==> src/rtl/audio_sample_writer.sv <==
// Mixes two voices, attenuates, and hands one sample per CLK_DIV clocks to the codec FIFO.
// Latency: capture on tick, strobe 2 cycles later at earliest; waits while the FIFO is full, dropping and counting new ticks.
module audio_sample_writer #(
  parameter int unsigned CLK_DIV = 1042
) (
  input  logic        clock,
  input  logic        reset,
  input  logic        enable,
  input  logic [31:0] voice_a,
  input  logic [31:0] voice_b,
  input  logic [2:0]  volume,
  input  logic        audio_out_allowed,
  output logic        write_audio_out,
  output logic [31:0] left_channel_audio_out,
  output logic [31:0] right_channel_audio_out,
  output logic        busy,
  output logic [7:0]  overrun_count
);

  localparam logic [1:0]  S_IDLE  = 2'd0;
  localparam logic [1:0]  S_WAIT  = 2'd1;
  localparam logic [1:0]  S_WRITE = 2'd2;
  localparam logic [15:0] LAST    = 16'(CLK_DIV - 1);

  logic [1:0]  state;
  logic [15:0] tick_cnt;
  logic        tick;
  logic [31:0] sample_q;
  logic [31:0] chan_q;
  logic [32:0] sum;
  logic [31:0] sat;
  logic [31:0] mixed;

  assign tick = enable && (tick_cnt == LAST);

  // Overflow shows up as disagreement between the two top bits of the 33-bit sum.
  always_comb begin
    sum = {voice_a[31], voice_a} + {voice_b[31], voice_b};
    sat = sum[31:0];
    if (sum[32] != sum[31]) begin
      sat = sum[32] ? 32'h8000_0000 : 32'h7FFF_FFFF;
    end
    mixed = $signed(sat) >>> volume;
  end

  always_ff @(posedge clock or negedge reset) begin
    if (!reset) begin
      tick_cnt <= '0;
    end else if (!enable || tick_cnt == LAST) begin
      tick_cnt <= '0;
    end else begin
      tick_cnt <= tick_cnt + 16'd1;
    end
  end

  always_ff @(posedge clock or negedge reset) begin
    if (!reset) begin
      state    <= S_IDLE;
      sample_q <= '0;
      chan_q   <= '0;
    end else if (!enable) begin
      state <= S_IDLE;
    end else begin
      case (state)
        S_IDLE: begin
          if (tick) begin
            state    <= S_WAIT;
            sample_q <= mixed;
          end
        end
        S_WAIT: begin
          if (audio_out_allowed) begin
            state  <= S_WRITE;
            chan_q <= sample_q;
          end
        end
        default: state <= S_IDLE;
      endcase
    end
  end

  // A tick that finds the pipeline occupied loses its sample.
  always_ff @(posedge clock or negedge reset) begin
    if (!reset) begin
      overrun_count <= '0;
    end else if (tick && state != S_IDLE && overrun_count != 8'hFF) begin
      overrun_count <= overrun_count + 8'd1;
    end
  end

  assign write_audio_out         = (state == S_WRITE);
  assign busy                    = (state != S_IDLE);
  assign left_channel_audio_out  = chan_q;
  assign right_channel_audio_out = chan_q;

endmodule

==> config.mk <==
export PLATFORM = sky130hd
export DESIGN_NAME = audio_sample_writer
export DESIGN_NICKNAME = d
export VERILOG_FILES = /design/src/rtl/audio_sample_writer.sv
export SDC_FILE = /design/constraint.sdc
export NUM_CORES = 1
export LEC_CHECK = 0
export BUFFER_PORTS_ARGS = -buffer_cell sky130_fd_sc_hd__buf_2
export CAP_MARGIN = 20
export CORE_MARGIN = 2
export CORE_UTILIZATION = 61
export CTS_BUF_LIST = sky130_fd_sc_hd__clkbuf_8 sky130_fd_sc_hd__clkbuf_16
export CTS_CLUSTER_DIAMETER = 200
export DETAILED_ROUTE_END_ITERATION = 7
export PLACE_DENSITY = 0.94
export SETUP_SLACK_MARGIN = 0.5
export SLEW_MARGIN = 20
export SYNTH_ARGS = -nofsm -noshare
export SYNTH_HDL_FRONTEND = slang
export SYNTH_SLANG_ARGS = --single-unit
==> constraint.sdc <==
create_clock -name clock -period 5.23 [get_ports clock]
set_input_delay 1.046 -clock clock [delete_from_list [all_inputs] [get_ports clock]]
set_output_delay 1.046 -clock clock [all_outputs]
set_load 0.005 [all_outputs]
==> results.tsv, run 1 <==
stage	metric	value	unit
timing	min Tclk post-route	4.66	ns
setup_path	FF-to-FF End	sample_q[23]$_DFFE_PN0P_	
timing	Slew @ Worst Pin	1.01	ns
timing	Setup-failing EPs final	0	
clock_tree	CTS tree	yes	
clock_tree	TritonCTS Buffers	9	
logic_synthesis	synthesized cell area	0.00751	sq mm
finish	Post-layout nets	1121	
setup_path	Worst Path Buf+Inv	3	
setup_path	Worst path top cell family by delay	compound AO/OA/AOI/OAI gates	
placement	pre-CTS setup slack	-0.0462	ns
logic_synthesis	Netlist cell types	94	
timing	relative slew slack	0.327	
worst_hold_path	Hold Path Class	register to register	
route	wire length reported by the detailed router	19700	microns
floorplanning	die height	115	microns
global_route	initial antenna violation count	0	
route	Residual DRC	0	
route	via count	7462	
logic_synthesis	Synth Flop Type	dfrtp_1	
timing	RSZ-0062 raised after global routing	false	
route	vias per cell	6.41	
setup_path	CP Launch Type	primary input	
setup_path	crit-path cells	buf_2 -> ha_1 -> o211ai_1 -> o211ai_1 -> a2bb2oi_2 -> a21o_1 -> o21ai_1 -> a21o_1 -> a21o_1 -> a21oi_2 -> xnor2_1 -> ha_1 -> buf_8 -> a2111oi_1 -> a2111oi_2 -> buf_4 -> o22ai_1 -> o221ai_1	
timing	clock skew	0.00431	ns
logic_synthesis	Post-synth EDFFs	0	
clock_tree	clk_lat worst skew	0.34	ns
job	max-cap violations	0	
floorplanning	core box area	0.0120	sq mm
setup_path	data required time at the worst endpoint	5.43	ns
floorplanning	# rows	40	
setup_path	Critical Path End	sample_q[10]$_DFFE_PN0P_	
logic_synthesis	Mapped Cells	907	
finish	layout cells sized above 1	0.251	
setup_path	most used cell, CP	a21o_1	
route	WL/cell	16.9	microns
clock_tree	CTS sink count	90	
logic_synthesis	Synth area leaders	dfrtp_1 30%, nand2_1 8.9%, ha_1 6.2%	
setup_path	reg-to-reg startpoint	tick_cnt[11]$_DFF_PN0_	
logic_synthesis	top cell type's share of synthesized area	0.300	
floorplanning	DIE AREA	0.0132	sq mm
setup_path	Slowest Stage Delay on Critical Path	0.42	ns
setup_path	r2r setup slk	2.13	ns
floorplanning	IO Pins	145	
clock_tree	clk slew on worst S/H paths	0.06	ns
timing	setup TNS	0	ns
global_route	overall routing resource usage	0.295	
timing	fmax	215	MHz
power	leakage power	4.24	nW
route	DRT antenna net count	0	
timing	Final WS setup	0.570	ns
floorplanning	Starting Density	0.625	
power	PwrDens	269	mW/mm^2
floorplanning	DIE WIDTH	115	microns
route	DR iter-0 viols	855	
logic_synthesis	register area share after synthesis	0.300	
setup_path	crit path from	voice_a[2]	
setup_path	WP data arrival	4.86	ns
outcome	outcome	finished, final reports clean	
logic_synthesis	Yosys top cell by area	dfrtp_1	
placement	post-detailed-placement half-perimeter wirelength	14700	microns
setup_path	critical path fanouts, max	20	
logic_synthesis	Mapped Nets	1016	
clock_tree	maximum buffer depth of the clock tree	2	
logic_synthesis	ys async rst share	1.00	
clock_tree	htree depth	3	
timing	Fin. Hold Viols	0	
clock_tree	root buffer cell	clkbuf_16	
setup_path	Crit-path slowest cell	a2111oi_1	
logic_synthesis	YS warnings	0	
logic_synthesis	Synth Area per Inst	8.28	sq um
global_route	GRT overflow	0	
placement	gpl congestion	1.01	
setup_path	Critical Path End Type	register	
logic_synthesis	post-synthesis register bit count	90	
route	DRT Pass-1 Iters	6	
setup_path	CP Class	primary input to register	
setup_path	WP depth	18	
power	Peak VDD IR	0.161	mV
finish	area grow syn2layout	13.9	%
setup_path	R2R depth	9	
finish	utilization after layout	0.712	
timing	Tcrit/Tclk final	0.891	
clock_tree	CTS Hold Buffers Added	0	
global_route	global-route wire length before repair	31900	microns
global_route	largest net degree at the start of global routing	64	
timing	max-slew violations	0	
global_route	vias in the first global route	6749	
placement	IO buf count	144	
## logic make-up (layout without fill, tap and decap cells)
family | after synthesis | after routing | synth area share
and+or+nand+nor | 366 | 366 | 0.220
other | 0 | 1 | 0
DFF | 90 | 90 | 0.300
adders and majority gates | 38 | 38 | 0.0643
AOI/OAI and AO/OA | 243 | 243 | 0.243
buffers and inverters | 104 | 214 | 0.0860
xor gates and xnor gates | 43 | 43 | 0.0502
muxes | 23 | 23 | 0.0365
## layout by cell type, fill, tap and decap left out, types with 4 or more instances in the layout
cell type / Yosys / routed
a211oi_1: 11 / 9
a211oi_2: 2 / 4
a21o_1: 15 / 15
a21oi_1: 38 / 36
a221oi_1: 7 / 5
a31oi_1: 6 / 5
and2_1: 8 / 8
and3_1: 8 / 8
buf_2: 3 / 143
buf_4: 34 / 35
clkbuf_16: 0 / 9
dfrtp_1: 90 / 90
ha_1: 37 / 37
inv_1: 18 / 19
mux2_2: 7 / 7
mux2i_1: 12 / 12
nand2_1: 178 / 177
nand2_2: 3 / 4
nand2b_1: 4 / 4
nand3_1: 27 / 27
nand4_1: 13 / 13
nor2_1: 72 / 69
nor2b_1: 6 / 6
nor3_1: 16 / 14
o211ai_1: 17 / 17
o21a_1: 10 / 10
o21ai_0: 36 / 32
o21ai_1: 8 / 11
o21ai_2: 4 / 5
o221ai_1: 8 / 8
o22ai_1: 8 / 7
o311a_1: 5 / 4
o31ai_1: 7 / 5
or3_1: 11 / 11
xnor2_1: 24 / 24
xor2_1: 19 / 19
## cell usage after synthesis, types with 4 or more instances
cell type	instances
nand2b_1	4
buf_4	34
xor2_1	19
and3_1	8
or3_1	11
mux2_2	7
nand4_1	13
clkbuf_8	8
and2_1	8
mux2i_1	12
inv_1	18
o221ai_1	8
clkbuf_1	32
a21oi_1	38
nor2_1	72
o211ai_1	17
nand3_1	27
a211oi_1	11
a221oi_1	7
dfrtp_1	90
o21ai_2	4
nor2b_1	6
ha_1	37
a31oi_1	6
a21o_1	15
nand2_1	178
o22ai_1	8
nor3_1	16
buf_6	5
o21ai_1	8
xnor2_1	24
o21ai_0	36
o311a_1	5
o31ai_1	7
o21a_1	10
## power by group
group | switching, mW | total [mW] | internal [mW]
Clock | 0.261 | 0.689 | 0.428
Combinational | 0.552 | 0.913 | 0.361
Sequential | 0.00228 | 0.700 | 0.698
Total | 0.816 | 2.30 | 1.49
## per-layer routing
| layer | GRT usage | vias up | wire length (microns) |
|---|---|---|---|
| li1 | - | 3475 | - |
| met1 | 0.380 | 3489 | 8000 |
| met2 | 0.510 | 418 | 9480 |
| met3 | 0.0422 | 80 | 1580 |
| met4 | 0.0988 | 0 | 656 |
| met5 | 0 | - | 0 |
## worst register-to-register path, cell delays in order, from the launching register on
cell and delay (ns):
dfrtp_1 0.44, nor4_1 0.35, nand4_1 0.22, inv_1 0.13, nand2_1 0.10, or2_2 0.51, nor2_1 0.48, nand2_1 0.22
o31ai_1 0.42, a211oi_2 0.10
## final cells by class
cell class                      count  area (sq um)
Clock buffer                       10           239
Sequential cell                    90          2250
Antenna cell                        1          2.50
Multi-Input combinational cell    713          4720
Timing Repair Buffer              179           993
Inverter                           19          71.3
Clock inverter                      6          82.6
Tap cell                          147           184
Fill cell                         935          3460
## how the worst min path moves through the flow
stage	slack, ns	end	startpoint	cells past startpoint
final	0.47	left_channel_audio_out[1]$_DFFE_PN0P_	sample_q[1]$_DFFE_PN0P_	2
after global routing	0.50	left_channel_audio_out[6]$_DFFE_PN0P_	sample_q[6]$_DFFE_PN0P_	2
after CTS	0.47	left_channel_audio_out[1]$_DFFE_PN0P_	sample_q[1]$_DFFE_PN0P_	2
after detailed placement	0.45	left_channel_audio_out[1]$_DFFE_PN0P_	sample_q[1]$_DFFE_PN0P_	2
after global placement	0.45	left_channel_audio_out[8]$_DFFE_PN0P_	sample_q[8]$_DFFE_PN0P_	2
after floorplan	0.43	left_channel_audio_out[2]$_DFFE_PN0P_	sample_q[2]$_DFFE_PN0P_	2
## sequential cells by signal, summed over array words and instances, names as in the netlist
register	count
left_channel_audio_out	32
sample_q	32
tick_cnt	16
overrun_count	8
state	2
## through the flow
| step | instances | cell area (sq um) | power (mW) | hold WS, ns |
|---|---|---|---|---|
| 6_report | 1165 | 8550 | 2.30 | 0.469 |
| 3_5_place_dp | 1140 | 8050 | 1.52 | 0.452 |
| 5_1_grt | 1164 | 8550 | 2.40 | 0.501 |
| 3_3_place_gp | 1140 | 8050 | 1.51 | 0.449 |
| 2_1_floorplan | 907 | 7520 | 1.30 | 0.435 |
| 4_1_cts | 1159 | 8440 | 2.23 | 0.472 |
## repair_timing
item | in CTS | in global routing
pin swaps | 3 | 8
endpoints found under the setup margin | 20 | 29
buffers inserted | 3 | 5
resized for setup | 11 | 18
Power figures use the tool's default switching activity.
==> run 2, diff against run 1 <==
--- a/config.mk
+++ b/config.mk
@@ -7,8 +7,10 @@
 export LEC_CHECK = 0
 export BUFFER_PORTS_ARGS = -buffer_cell sky130_fd_sc_hd__buf_2
 export CAP_MARGIN = 20
+export CELL_PAD_IN_SITES_DETAIL_PLACEMENT = 2
+export CELL_PAD_IN_SITES_GLOBAL_PLACEMENT = 2
 export CORE_MARGIN = 2
-export CORE_UTILIZATION = 61
+export CORE_UTILIZATION = 36
 export CTS_BUF_LIST = sky130_fd_sc_hd__clkbuf_8 sky130_fd_sc_hd__clkbuf_16
 export CTS_CLUSTER_DIAMETER = 200
 export DETAILED_ROUTE_END_ITERATION = 7
==> run 2 against run 1 <==
  * Fmax down 0.24%
  * Sequential share of layout area down 1.0 points
  * Via count up 4.5%
  * Worst setup slack worse by 0.011 ns
  * Cell count up 12%
  * Largest cell class unchanged
  * Highest routed layer unchanged
==> results.tsv, run 2 (synthesized netlist as in run 1, its figures left out) <==
stage	metric	value	unit	change
job	max-cap violations	0		unchanged
clock_tree	clk slew on worst S/H paths	0.06	ns	about the same
global_route	overall routing resource usage	0.269		was 0.295
route	DRT Pass-1 Iters	5		was 6
power	leakage power	4.33	nW	was 4.24 nW
global_route	initial antenna violation count	0		unchanged
setup_path	Slowest Stage Delay on Critical Path	0.36	ns	was 0.42 ns
clock_tree	clk_lat worst skew	0.35	ns	was 0.34 ns
floorplanning	DIE WIDTH	148	microns	was 115 microns
route	Residual DRC	0		unchanged
finish	most frequent cells in the layout	178 x nand2_1, 143 x buf_2, 90 x dfrtp_1		was 177 x nand2_1, 143 x buf_2, 90 x dfrtp_1
floorplanning	Starting Density	0.369		was 0.625
timing	RSZ-0062 raised after global routing	false		unchanged
power	combinational fraction of design power	0.432		was 0.397
finish	layout cells sized above 1	0.276		was 0.251
placement	IO buf count	144		unchanged
timing	Tcrit/Tclk final	0.893		was 0.891
setup_path	reg-to-reg startpoint	tick_cnt[1]$_DFF_PN0_		was tick_cnt[11]$_DFF_PN0_
setup_path	CP Class	primary input to register		unchanged
timing	Setup-failing EPs final	0		unchanged
setup_path	crit path from	voice_a[21]		was voice_a[2]
clock_tree	CTS tree	yes		unchanged
setup_path	r2r setup slk	2.11	ns	was 2.13 ns
global_route	vias in the first global route	8517		was 6,749
setup_path	Critical Path End	sample_q[8]$_DFFE_PN0P_		was sample_q[10]$_DFFE_PN0P_
power	Clk network pwr share	0.279		was 0.299
power	Internal Power	1.48	mW	was 1.49 mW
setup_path	CP Launch Type	primary input		unchanged
floorplanning	DIE AREA	0.0220	sq mm	was 0.0132 sq mm
finish	Final Instance Area	0.00890	sq mm	was 0.00855 sq mm
finish	Post-layout nets	1143		was 1,121
worst_hold_path	Hold Path Class	register to register		unchanged
clock_tree	root buffer cell	clkbuf_16		unchanged
global_route	GRT overflow	0		unchanged
placement	post-detailed-placement half-perimeter wirelength	21200	microns	was 14,700 microns
timing	relative slew slack	0.304		was 0.327
setup_path	R2R depth	11		was 9
clock_tree	CTS Hold Buffers Added	0		unchanged
power	PwrDens	272	mW/mm^2	was 269 mW/mm^2
finish	commonest non-fill, non-tap cell in the layout	nand2_1		unchanged
route	DRT antenna net count	0		unchanged
timing	Slew @ Worst Pin	1.04	ns	was 1.01 ns
setup_path	data required time at the worst endpoint	5.51	ns	was 5.43 ns
finish	utilization after layout	0.437		was 0.712
finish	n_diodes	0		was 1
timing	fmax	214	MHz	was 215 MHz
placement	gpl congestion	0.886		was 1.01
global_route	global-route wire length before repair	47000	microns	was 31,900 microns
setup_path	WP data arrival	4.95	ns	was 4.86 ns
power	Peak VDD IR	0.153	mV	was 0.161 mV
timing	clock skew	0.00692	ns	was 0.00431 ns
clock_tree	maximum buffer depth of the clock tree	2		unchanged
route	WL/cell	23.2	microns	was 16.9 microns
timing	min Tclk post-route	4.67	ns	was 4.66 ns
setup_path	critical path fanouts, max	6		was 20
floorplanning	die height	148	microns	was 115 microns
clock_tree	htree depth	3		unchanged
floorplanning	core box area	0.0204	sq mm	was 0.0120 sq mm
setup_path	crit-path cells	buf_2 -> ha_1 -> a41oi_2 -> o21ai_2 -> nor3_2 -> a21o_1 -> o21ai_2 -> a21o_1 -> a21o_1 -> a21oi_2 -> xnor2_2 -> ha_4 -> inv_4 -> buf_4 -> nand3_1 -> nor3_1 -> a2111oi_2 -> a22oi_1 -> mux2_4 -> o21ai_2		was buf_2 -> ha_1 -> o211ai_1 -> o211ai_1 -> a2bb2oi_2 -> a21o_1 -> o21ai_1 -> a21o_1 -> a21o_1 -> a21oi_2 -> xnor2_1 -> ha_1 -> buf_8 -> a2111oi_1 -> a2111oi_2 -> buf_4 -> o22ai_1 -> o221ai_1
timing	Fin. Hold Viols	0		unchanged
setup_path	Crit-path slowest cell	ha_4		was a2111oi_1
finish	area grow syn2layout	18.6	%	was 13.9%
floorplanning	# rows	52		was 40
route	vias per cell	5.96		was 6.41
power	NetSw	941	uW	was 816 uW
global_route	largest net degree at the start of global routing	53		was 64
floorplanning	IO Pins	145		unchanged
power	Reg power frac	0.289		was 0.304
outcome	outcome	finished, final reports clean		unchanged
setup_path	Critical Path End Type	register		unchanged
clock_tree	CTS sink count	90		unchanged
route	wire length reported by the detailed router	30400	microns	was 19,700 microns
power	Sw Share	0.388		was 0.354
clock_tree	TritonCTS Buffers	9		unchanged
placement	placed cell area	0.00830	sq mm	was 0.00805 sq mm
route	DR iter-0 viols	443		was 855
setup_path	FF-to-FF End	sample_q[23]$_DFFE_PN0P_		unchanged
timing	max-slew violations	0		unchanged
route	via count	7796		was 7,462
[run 2: worst max-delay path: cells and delay by family]
family	cells	cell delay, ns
fa+ha+maj	2	0.71
mux	1	0.32
xor+xnor	1	0.16
simple gates	3	0.44
buf+inv	3	0.33
compound gates	10	1.94
[run 2: worst min-delay path by stage]
stage                              from                                endpoint  slack, ns  cells past startpoint
6_report       sample_q[19]$_DFFE_PN0P_  left_channel_audio_out[19]$_DFFE_PN0P_       0.49                      2
5_1_grt        sample_q[17]$_DFFE_PN0P_  left_channel_audio_out[17]$_DFFE_PN0P_       0.53                      2
4_1_cts        sample_q[19]$_DFFE_PN0P_  left_channel_audio_out[19]$_DFFE_PN0P_       0.49                      2
3_5_place_dp    sample_q[1]$_DFFE_PN0P_   left_channel_audio_out[1]$_DFFE_PN0P_       0.47                      2
3_3_place_gp   sample_q[28]$_DFFE_PN0P_  left_channel_audio_out[28]$_DFFE_PN0P_       0.45                      2
2_1_floorplan   sample_q[2]$_DFFE_PN0P_   left_channel_audio_out[2]$_DFFE_PN0P_       0.43                      2
[run 2: per-stage QoR]
stage               hold WS, ns  total power, mW  setup slack [ns]  std cells  setup TNS (ns)
CTS                       0.494             2.33             0.502       1299               0
finish                    0.491             2.43             0.558       1309               0
detailed placement        0.474             1.62           -0.0990       1275          -0.347
floorplan                 0.435             1.30             0.518        907               0
global route              0.527             2.53             0.336       1309               0
global placement          0.452             1.57             0.215       1275               0
[run 2: power by group through the flow]
stage	Clock [mW]	Sequential, mW	Combinational (mW)
floorplan	0	0.713	0.590
global placement	0	0.713	0.858
detailed placement	0	0.714	0.902
CTS	0.688	0.701	0.940
global route	0.714	0.701	1.11
finish	0.677	0.701	1.05
[run 2: area by class of cell]
cell class,instances,area [sq um]
clock buffer,10,239
clock inverter,6,66.3
fill,2286,11500
inverter,19,73.8
multi-input combinational,713,4760
sequential,90,2250
tap,270,338
timing repair buffer,201,1170
[run 2: per-layer routing]
| metal | share of wire | track usage |
|---|---|---|
| met3 | 0.038 | 0.0267 |
| met2 | 0.53 | 0.490 |
| met4 | 0.032 | 0.103 |
| met1 | 0.40 | 0.326 |
| met5 | 0 | 0 |
[run 2: timing repair]
action | in CTS | in global routing
buffers inserted | 8 | 9
pin swaps | 11 | 15
gates resized for setup | 7 | 32
setup endpoints to repair | 28 | 30
